--- src/rtl/pc_sequencer_if.sv ---
// rtl/pc_sequencer_if.sv - instruction memory read port between pc_sequencer and memory
interface pc_sequencer_if;
    logic        mem_read;
    logic [31:0] mem_addr;
    logic        mem_waitrequest;
    logic [31:0] mem_readdata;

    modport master (
        output mem_read,
        output mem_addr,
        input  mem_waitrequest,
        input  mem_readdata
    );

    modport slave (
        input  mem_read,
        input  mem_addr,
        output mem_waitrequest,
        output mem_readdata
    );
endinterface

--- src/rtl/pc_sequencer.sv ---
// rtl/pc_sequencer.sv - fetch/execute PC sequencer with delay slot and halt (optional PC_SEQ_ALIGN_CHECK_EN)
module pc_sequencer #(
    parameter logic [31:0] RESET_VECTOR = 32'hBFC00000,
    parameter logic [31:0] HALT_ADDR    = 32'h00000000
) (
    input  logic                  clk,
    input  logic                  reset_n,
    pc_sequencer_if.master        mem,
    output logic [31:0]           instr,
    output logic                  instr_valid,
    input  logic                  stall,
    input  logic                  redirect,
    input  logic [31:0]           redirect_target,
    output logic [31:0]           pc,
    output logic [31:0]           link_addr,
    output logic                  active,
    output logic                  halted,
    output logic                  fault,
    output logic [31:0]           retired
);

    typedef enum logic [1:0] {
        S_IDLE  = 2'd0,
        S_FETCH = 2'd1,
        S_EXEC  = 2'd2,
        S_HALT  = 2'd3
    } state_t;

    state_t      state_q, state_d;
    logic [31:0] pc_q, pc_d;
    logic [31:0] instr_q, instr_d;
    logic [31:0] retired_q, retired_d;
    logic        pend_valid_q, pend_valid_d;
    logic [31:0] pend_addr_q, pend_addr_d;
    logic        fault_q, fault_d;

    // State and datapath registers; reset abandons any outstanding fetch
    always_ff @(posedge clk or negedge reset_n) begin
        if (!reset_n) begin
            state_q      <= S_IDLE;
            pc_q         <= RESET_VECTOR;
            instr_q      <= 32'h0;
            retired_q    <= 32'h0;
            pend_valid_q <= 1'b0;
            pend_addr_q  <= 32'h0;
            fault_q      <= 1'b0;
        end else begin
            state_q      <= state_d;
            pc_q         <= pc_d;
            instr_q      <= instr_d;
            retired_q    <= retired_d;
            pend_valid_q <= pend_valid_d;
            pend_addr_q  <= pend_addr_d;
            fault_q      <= fault_d;
        end
    end

    // Next state: fetch handshake, completion, delay-slot redirect bookkeeping
    always_comb begin
        state_d      = state_q;
        pc_d         = pc_q;
        instr_d      = instr_q;
        retired_d    = retired_q;
        pend_valid_d = pend_valid_q;
        pend_addr_d  = pend_addr_q;
        fault_d      = fault_q;
        case (state_q)
            S_IDLE: state_d = S_FETCH;
            S_FETCH: begin
                if (!mem.mem_waitrequest) begin
                    instr_d = mem.mem_readdata;
                    state_d = S_EXEC;
                end
            end
            S_EXEC: begin
                if (!stall) begin
                    retired_d = retired_q + 32'd1;
                    if (pend_valid_q) begin
                        // Delay slot finished: take the captured target, ignore any new redirect
                        pc_d         = pend_addr_q;
                        pend_valid_d = 1'b0;
                        state_d      = (pend_addr_q == HALT_ADDR) ? S_HALT : S_FETCH;
                    end else begin
`ifdef PC_SEQ_ALIGN_CHECK_EN
                        if (redirect && (redirect_target[1:0] != 2'b00)) begin
                            // Misaligned target stops the core before the delay slot runs
                            fault_d = 1'b1;
                            pc_d    = redirect_target;
                            state_d = S_HALT;
                        end else begin
                            pc_d    = pc_q + 32'd4;
                            state_d = S_FETCH;
                            if (redirect) begin
                                pend_addr_d  = redirect_target;
                                pend_valid_d = 1'b1;
                            end
                        end
`else
                        pc_d    = pc_q + 32'd4;
                        state_d = S_FETCH;
                        if (redirect) begin
                            pend_addr_d  = redirect_target & 32'hFFFF_FFFC;
                            pend_valid_d = 1'b1;
                        end
`endif
                    end
                end
            end
            default: state_d = S_HALT;
        endcase
    end

    // Outputs decoded from the current state
    always_comb begin
        mem.mem_read = (state_q == S_FETCH);
        instr_valid  = (state_q == S_EXEC);
        active       = (state_q == S_FETCH) || (state_q == S_EXEC);
        halted       = (state_q == S_HALT);
    end

    assign mem.mem_addr = pc_q;
    assign pc           = pc_q;
    assign instr        = instr_q;
    assign retired      = retired_q;
    assign link_addr    = pc_q + 32'd8;
`ifdef PC_SEQ_ALIGN_CHECK_EN
    assign fault        = fault_q;
`else
    assign fault        = 1'b0;
`endif

endmodule
--- src/flat_wrapper.sv ---
// flat-port wrapper written by rule: the top's interface ports become plain ports
module pc_sequencer_flat 
#(
    parameter logic [31:0] RESET_VECTOR = 32'hBFC00000,
    parameter logic [31:0] HALT_ADDR    = 32'h00000000
)
  (clk, reset_n, instr, instr_valid, stall, redirect, redirect_target, pc, link_addr, active, halted, fault, retired, mem_mem_read, mem_mem_addr, mem_mem_waitrequest, mem_mem_readdata);
  pc_sequencer_if mem_i ();
  input  logic clk;
  input  logic reset_n;
  output logic [31:0] instr;
  output logic instr_valid;
  input  logic stall;
  input  logic redirect;
  input  logic [31:0] redirect_target;
  output logic [31:0] pc;
  output logic [31:0] link_addr;
  output logic active;
  output logic halted;
  output logic fault;
  output logic [31:0] retired;
  output wire logic [$bits(mem_i.mem_read)-1:0] mem_mem_read;
  output wire logic [$bits(mem_i.mem_addr)-1:0] mem_mem_addr;
  input wire logic [$bits(mem_i.mem_waitrequest)-1:0] mem_mem_waitrequest;
  input wire logic [$bits(mem_i.mem_readdata)-1:0] mem_mem_readdata;
  assign mem_mem_read = mem_i.mem_read;
  assign mem_mem_addr = mem_i.mem_addr;
  assign mem_i.mem_waitrequest = mem_mem_waitrequest;
  assign mem_i.mem_readdata = mem_mem_readdata;
  pc_sequencer #(.RESET_VECTOR(RESET_VECTOR), .HALT_ADDR(HALT_ADDR)) u_core (.clk(clk), .reset_n(reset_n), .mem(mem_i), .instr(instr), .instr_valid(instr_valid), .stall(stall), .redirect(redirect), .redirect_target(redirect_target), .pc(pc), .link_addr(link_addr), .active(active), .halted(halted), .fault(fault), .retired(retired));
endmodule
--- config.mk ---
export PLATFORM = sky130hd
export DESIGN_NAME = pc_sequencer_flat
export DESIGN_NICKNAME = d
export VERILOG_FILES = /design/src/rtl/pc_sequencer_if.sv /design/src/rtl/pc_sequencer.sv /design/src/flat_wrapper.sv
export SDC_FILE = /design/constraint.sdc
export NUM_CORES = 1
export LEC_CHECK = 0
export ABC_AREA = 1
export CORE_MARGIN = 2
export CORE_UTILIZATION = 48
export CTS_CLUSTER_SIZE = 20
export DETAILED_ROUTE_END_ITERATION = 12
export PLACE_DENSITY = 0.82
export SETUP_SLACK_MARGIN = 0.02
export SYNTH_ARGS = -nofsm -noshare
export SYNTH_HDL_FRONTEND = slang
export SYNTH_SLANG_ARGS = --single-unit
--- constraint.sdc ---
create_clock -name clk -period 2.28 [get_ports clk]
set_input_delay 0.57 -clock clk [delete_from_list [all_inputs] [get_ports clk]]
set_output_delay 0.57 -clock clk [all_outputs]
set_load 0.1 [all_outputs]
==> results of run 1 <==
==> per-layer routing <==
| metal | up-vias | share of wire (%) | global-route usage [%] |
|---|---|---|---|
| met2 | 395 | 52 | 47.7 |
| met5 | - | 0 | 0 |
| li1 | 3465 | - | - |
| met3 | 57 | 7.2 | 5.57 |
| met1 | 3571 | 37 | 32.8 |
| met4 | 0 | 3.3 | 13.1 |
==> final cells by class <==
cell class / instances / area (µm²)
clock inverter: 7 / 62.6
fill: 953 / 3270
timing repair buffer: 304 / 3220
clock buffer: 24 / 472
tap: 211 / 264
sequential: 127 / 3260
inverter: 111 / 420
multi-input combinational: 656 / 4290
==> registers in the layout (all words and copies together), names as in the netlist <==
name / flops
u_core.instr: 32
u_core.retired: 32
u_core.pend_addr_q: 30
u_core.state_q: 2
u_core.pend_valid_q: 1
u_core.mem.mem_addr: 30
==> repair_timing <==
action,in CTS,in global routing
pin swaps,37,15
endpoints found under the setup margin,27,27
buffers inserted,23,7
resized for setup,49,14
cloned,0,0
hold endpoints to repair,0,0
hold buffers,0,0
==> layout by cell type, fill, tap and decap left out, types with 31 or more instances in the layout <==
| cell type | Yosys | routed |
|---|---|---|
| inv_1 | 108 | 107 |
| clkdlybuf4s50_1 | 0 | 65 |
| dfrtp_1 | 118 | 99 |
| nand2_2 | 15 | 32 |
| a21oi_1 | 58 | 58 |
| nand3_1 | 45 | 43 |
| nand2_1 | 236 | 211 |
| nor2_4 | 17 | 31 |
| mux2_2 | 33 | 33 |
| buf_4 | 40 | 169 |
| buf_12 | 0 | 58 |
| nor2_1 | 105 | 88 |
==> cell families after synthesis <==
group           after synthesis
fa+ha+maj                     7
mux                          33
flops                       127
compound gates               94
buf+inv                     174
simple gates                466
other cells                   1
xor+xnor                     49
==> metrics by stage <==
stage          cell area (µm²)  cells  worst slack, ns
3_3_place_gp             11000   1380           0.0244
6_report                 12000   1440           -0.365
5_1_grt                  12000   1440           -0.428
3_5_place_dp             11000   1380          0.00355
2_1_floorplan             8160    957           -0.876
4_1_cts                  11900   1433           -0.327
==> critical path: cells and delay by family, from the launching register on <==
family / cells / cell delay (ns)
buffers and inverters: 3 / 0.46
DFF: 1 / 0.45
xor gates and xnor gates: 1 / 0.15
and+or+nand+nor: 4 / 0.43
adders and majority gates: 1 / 0.16
==> worst max path at each step <==
stage | startpoint | end | slack, ns | cells after the start
2_1_floorplan | u_core.mem.mem_addr[3]$_DFFE_PN0P_ | link_addr[10] | -0.88 | 4
3_3_place_gp | u_core.mem.mem_addr[4]$_DFFE_PN0P_ | link_addr[31] | 0.02 | 8
3_5_place_dp | u_core.mem.mem_addr[4]$_DFFE_PN0P_ | link_addr[31] | 0.004 | 8
4_1_cts | u_core.mem.mem_addr[4]$_DFFE_PN0P_ | link_addr[15] | -0.33 | 8
5_1_grt | u_core.mem.mem_addr[4]$_DFFE_PN0P_ | link_addr[13] | -0.43 | 9
6_report | u_core.mem.mem_addr[3]$_DFFE_PN0P_ | link_addr[13] | -0.36 | 9
==> flow_summary.ini, run 1 <==
[status]
outcome = finished with violations
violations = setup timing

[critical_path]
r2r_start = u_core.state_q[0]$_DFFE_PN0P_
critPathRequiredTime_ns = 1.71
cp-start-kind = flip-flop
cp_slowest_cell = dfrtp_4
worst-setup-path-type = flip-flop to output pin
end_kind = output pin
rr_worst_depth = 11
critical_path.max_stage_delay_ns = 0.45
arrival_ns = 2.07
reg2reg_slack_ns = 0.24
crit_fanout = 4
crit_chain = ha_4 > nand2_4 > nor2_4 > buf_6 > nand2_8 > nor2_4 > buf_6 > xor2_4 > buf_12
r2r_end = u_core.retired[23]$_DFFE_PN0P_

[sta]
period_share_pct = 116
clock-skew-final_ns = 0.00434
period_needed_ns = 2.64
rsz0062_at_grt = yes
hold_viol = 0
whs_ns = 0.142
worst_slack_ns = -0.365
drv_slew = 0
fmax_mhz = 378
finalSetupTns_ns = -6.20
slew_headroom_pct = 64.2
setup_viol = 26
worst_pin_slew_ns = 0.536

[yosys]
syn-instance-count = 951
synth_largest_area_cell = dfrtp_1
ys_warn_count = 0
synth_commonest_cells = nand2_1 (236), dfrtp_1 (118), inv_1 (108)
synthFlopType = dfrtp_1
synth-compound-area-share_pct = 6.45
syn_area_um2 = 7510
muxShareOfSynthArea_pct = 4.95
synth.distinct_cells = 36
ys_seq_area_share_pct = 42.5
yosysMostFrequentCell = nand2_1
synth_fa_ha_area_share_pct = 1.17
synth_edf_count = 0
synth_top_area_share_pct = 39.3
async_flop_share_pct = 100
yosys-top-cells-area = dfrtp_1 (39%), nand2_1 (12%), inv_1 (5.4%)
synth_top_family_by_area = simple AND/OR/NAND/NOR gates
ys_ff_latch = 127
avgSynthCellArea_um2 = 7.90
synth-simple-area-share_pct = 28.3
synth-xor-area-share_pct = 5.72

[clocking]
clkTransAtPathRegs_ns = 0.05
cts_buffers = 17
cts_tree = built
clock_tree.buffer_depth = 2
clock-sinks = 127
cts-root-buf = clkbuf_16
htreeDepth = 4
clk_latency_ns = 0.42

[place]
hpwl_um = 16100
io_buffer_count = 224
finalWeightedCongestion = 0.898

[layout]
insertedDiodeCount = 0
fin_util_pct = 78.5
area_delta_synth_final_pct = 59.6
nets = 1293
drive_gt1_share_pct = 37.0

[drt]
wl_per_cell_um = 15.9
drt_iter0_markers = 518
wirelength_um = 22900
drcViolationCount = 0
drt.antenna.violating_nets = 0
viasPerCell = 5.20
via_count = 7488
dr.pass1.iters = 7

[floorplanning]
core_area_um2 = 15300
rows = 45
initial_core_util_pct = 49.2
io_pins = 234
die_h_um = 129
die_x_um = 129
die-area_um2 = 16700

[global_route]
antenna_found_initial = 0
grt_max_degree = 77
globalRouteOverflowTotal = 0
track_usage_pct = 27.5
grt_pass1_vias = 7374
grt_pass1_wl_um = 35700

[worst_hold_path]
hold_class = primary input to asynchronous set/reset pin

[job]
cap_violations = 0
Power of run 1 is not shown: default switching activity piles up to over one toggle a cycle in this logic, so the estimate is an artifact.
==> run 2: changes to the inputs <==
- CORE_UTILIZATION: 48 -> 40
- PLACE_DENSITY: 0.82 -> 0.7
- SLEW_MARGIN: default -> 20
==> flow_summary.ini, run 2 (synthesis gave the netlist of run 1 again) <==
[critical_path]
reg2reg_slack_ns = -0.14
end_kind = output pin
worst-setup-path-type = flip-flop to output pin
cp-start-kind = flip-flop
crit_chain = clkinvlp_4 > nor2_4 > nand2_4 > nor2_4 > buf_12 > nand3_4 > xor2_4 > buf_12
r2r_start = u_core.mem.mem_addr[18]$_DFFE_PN0P_
crit_fanout = 4
r2r_end = u_core.mem.mem_addr[29]$_DFFE_PN1P_
critPathRequiredTime_ns = 1.71
arrival_ns = 2.06
rr_worst_depth = 19
critical_path.max_stage_delay_ns = 0.46
cp_slowest_cell = dfrtp_4

[clocking]
clock-sinks = 127
clkTransAtPathRegs_ns = 0.06
clock_tree.buffer_depth = 2
cts_buffers = 17
cts-root-buf = clkbuf_16
htreeDepth = 4
clk_latency_ns = 0.42
cts_tree = built

[layout]
drive_gt1_share_pct = 39.3
final_common_cell = nand2_1
area_delta_synth_final_pct = 65.2
most-common-layout-cells = nand2_1 (207), buf_4 (188), inv_1 (107)
nets = 1322

[floorplanning]
initial_core_util_pct = 40.4
die_h_um = 141
die_x_um = 141
io_pins = 234
core_area_um2 = 18600
rows = 50
die-area_um2 = 19900

[status]
violations = setup timing
outcome = finished with violations

[drt]
wirelength_um = 22900
drt_iter0_markers = 395
drt.antenna.violating_nets = 0
wl_per_cell_um = 15.3
viasPerCell = 4.88
via_count = 7289
drcViolationCount = 0
dr.pass1.iters = 5

[place]
hpwl_um = 16800
io_buffer_count = 224
finalWeightedCongestion = 0.889

[global_route]
grt_pass1_vias = 7352
globalRouteOverflowTotal = 0
track_usage_pct = 23.2
grt_max_degree = 69
grt_pass1_wl_um = 36400
antenna_found_initial = 3

[sta]
setup_viol = 27
period_needed_ns = 2.63
hold_viol = 0
worst_slack_ns = -0.345
whs_ns = 0.142
rsz0062_at_grt = yes
clock-skew-final_ns = 0.0102
fmax_mhz = 381
drv_slew = 0
period_share_pct = 115

[worst_hold_path]
hold_class = primary input to asynchronous set/reset pin

[job]
cap_violations = 0
-- run 2: cell types whose count changed in the layout (fill, tap and decap cells not counted), moves of 3 or more --
| cell | change |
|---|---|
| clkbuf_1 | -3 |
| buf_6 | +7 |
| nand2_4 | +8 |
| nor2_1 | -3 |
| clkinvlp_4 | +3 |
| buf_12 | +3 |
| buf_4 | +19 |
| nand2_1 | -4 |
| nand2_2 | -3 |
-- run 2: how the worst max path moves through the flow --
stage                     slack (ns)  cells after the start            end                                 from
after floorplan                -0.88                      4  link_addr[10]   u_core.mem.mem_addr[3]$_DFFE_PN0P_
after detailed placement       -0.03                      8  link_addr[23]   u_core.mem.mem_addr[3]$_DFFE_PN0P_
after CTS                      -0.34                      7  link_addr[27]  u_core.mem.mem_addr[25]$_DFFE_PN1P_
after global routing           -0.41                      7  link_addr[25]   u_core.mem.mem_addr[3]$_DFFE_PN0P_
after global placement         0.001                      7  link_addr[25]   u_core.mem.mem_addr[3]$_DFFE_PN0P_
final                          -0.35                      8  link_addr[20]   u_core.mem.mem_addr[3]$_DFFE_PN0P_
-- run 2: worst max-delay path: cells and delay by family, from the launching register on --
family | cells | cell delay [ns]
buffers and inverters | 3 | 0.45
and+or+nand+nor | 4 | 0.53
DFF | 1 | 0.46
xor gates and xnor gates | 1 | 0.17
-- run 2: layout make-up --
class / instances / area [µm²]
antenna: 1 / 2.50
clock buffer: 21 / 460
clock inverter: 11 / 115
fill: 1414 / 6180
inverter: 111 / 420
multi-input combinational: 656 / 4350
sequential: 127 / 3260
tap: 234 / 293
timing repair buffer: 333 / 3500
-- run 2: through the flow --
step                      setup WS [ns]  instances  util [%]  setup TNS [ns]  cell area [µm²]
final                            -0.345       1494      66.8           -6.38            12400
after global routing             -0.412       1493      66.7           -8.38            12400
after CTS                        -0.336       1486      65.6           -6.62            12200
after detailed placement        -0.0270       1407      59.5         -0.0613            11100
after global placement          0.00145       1407      59.5               0            11100
after floorplan                  -0.876        957         -          -15.40             8160
-- run 2: what timing repair did --
action,in CTS,in global routing
buffers inserted,49,12
hold buffers,0,0
gates resized for setup,52,36
cloned,0,0
pin swaps,40,24
setup endpoints to repair,27,28
-- run 2: routing by layer --
layer / wire length (µm) / GRT usage (%)
met5: 13 / 0
met4: 584 / 8.32
met3: 1550 / 6.59
met2: 11800 / 40.2
met1: 8940 / 27.5
Power of run 2 is left out for the same reason.
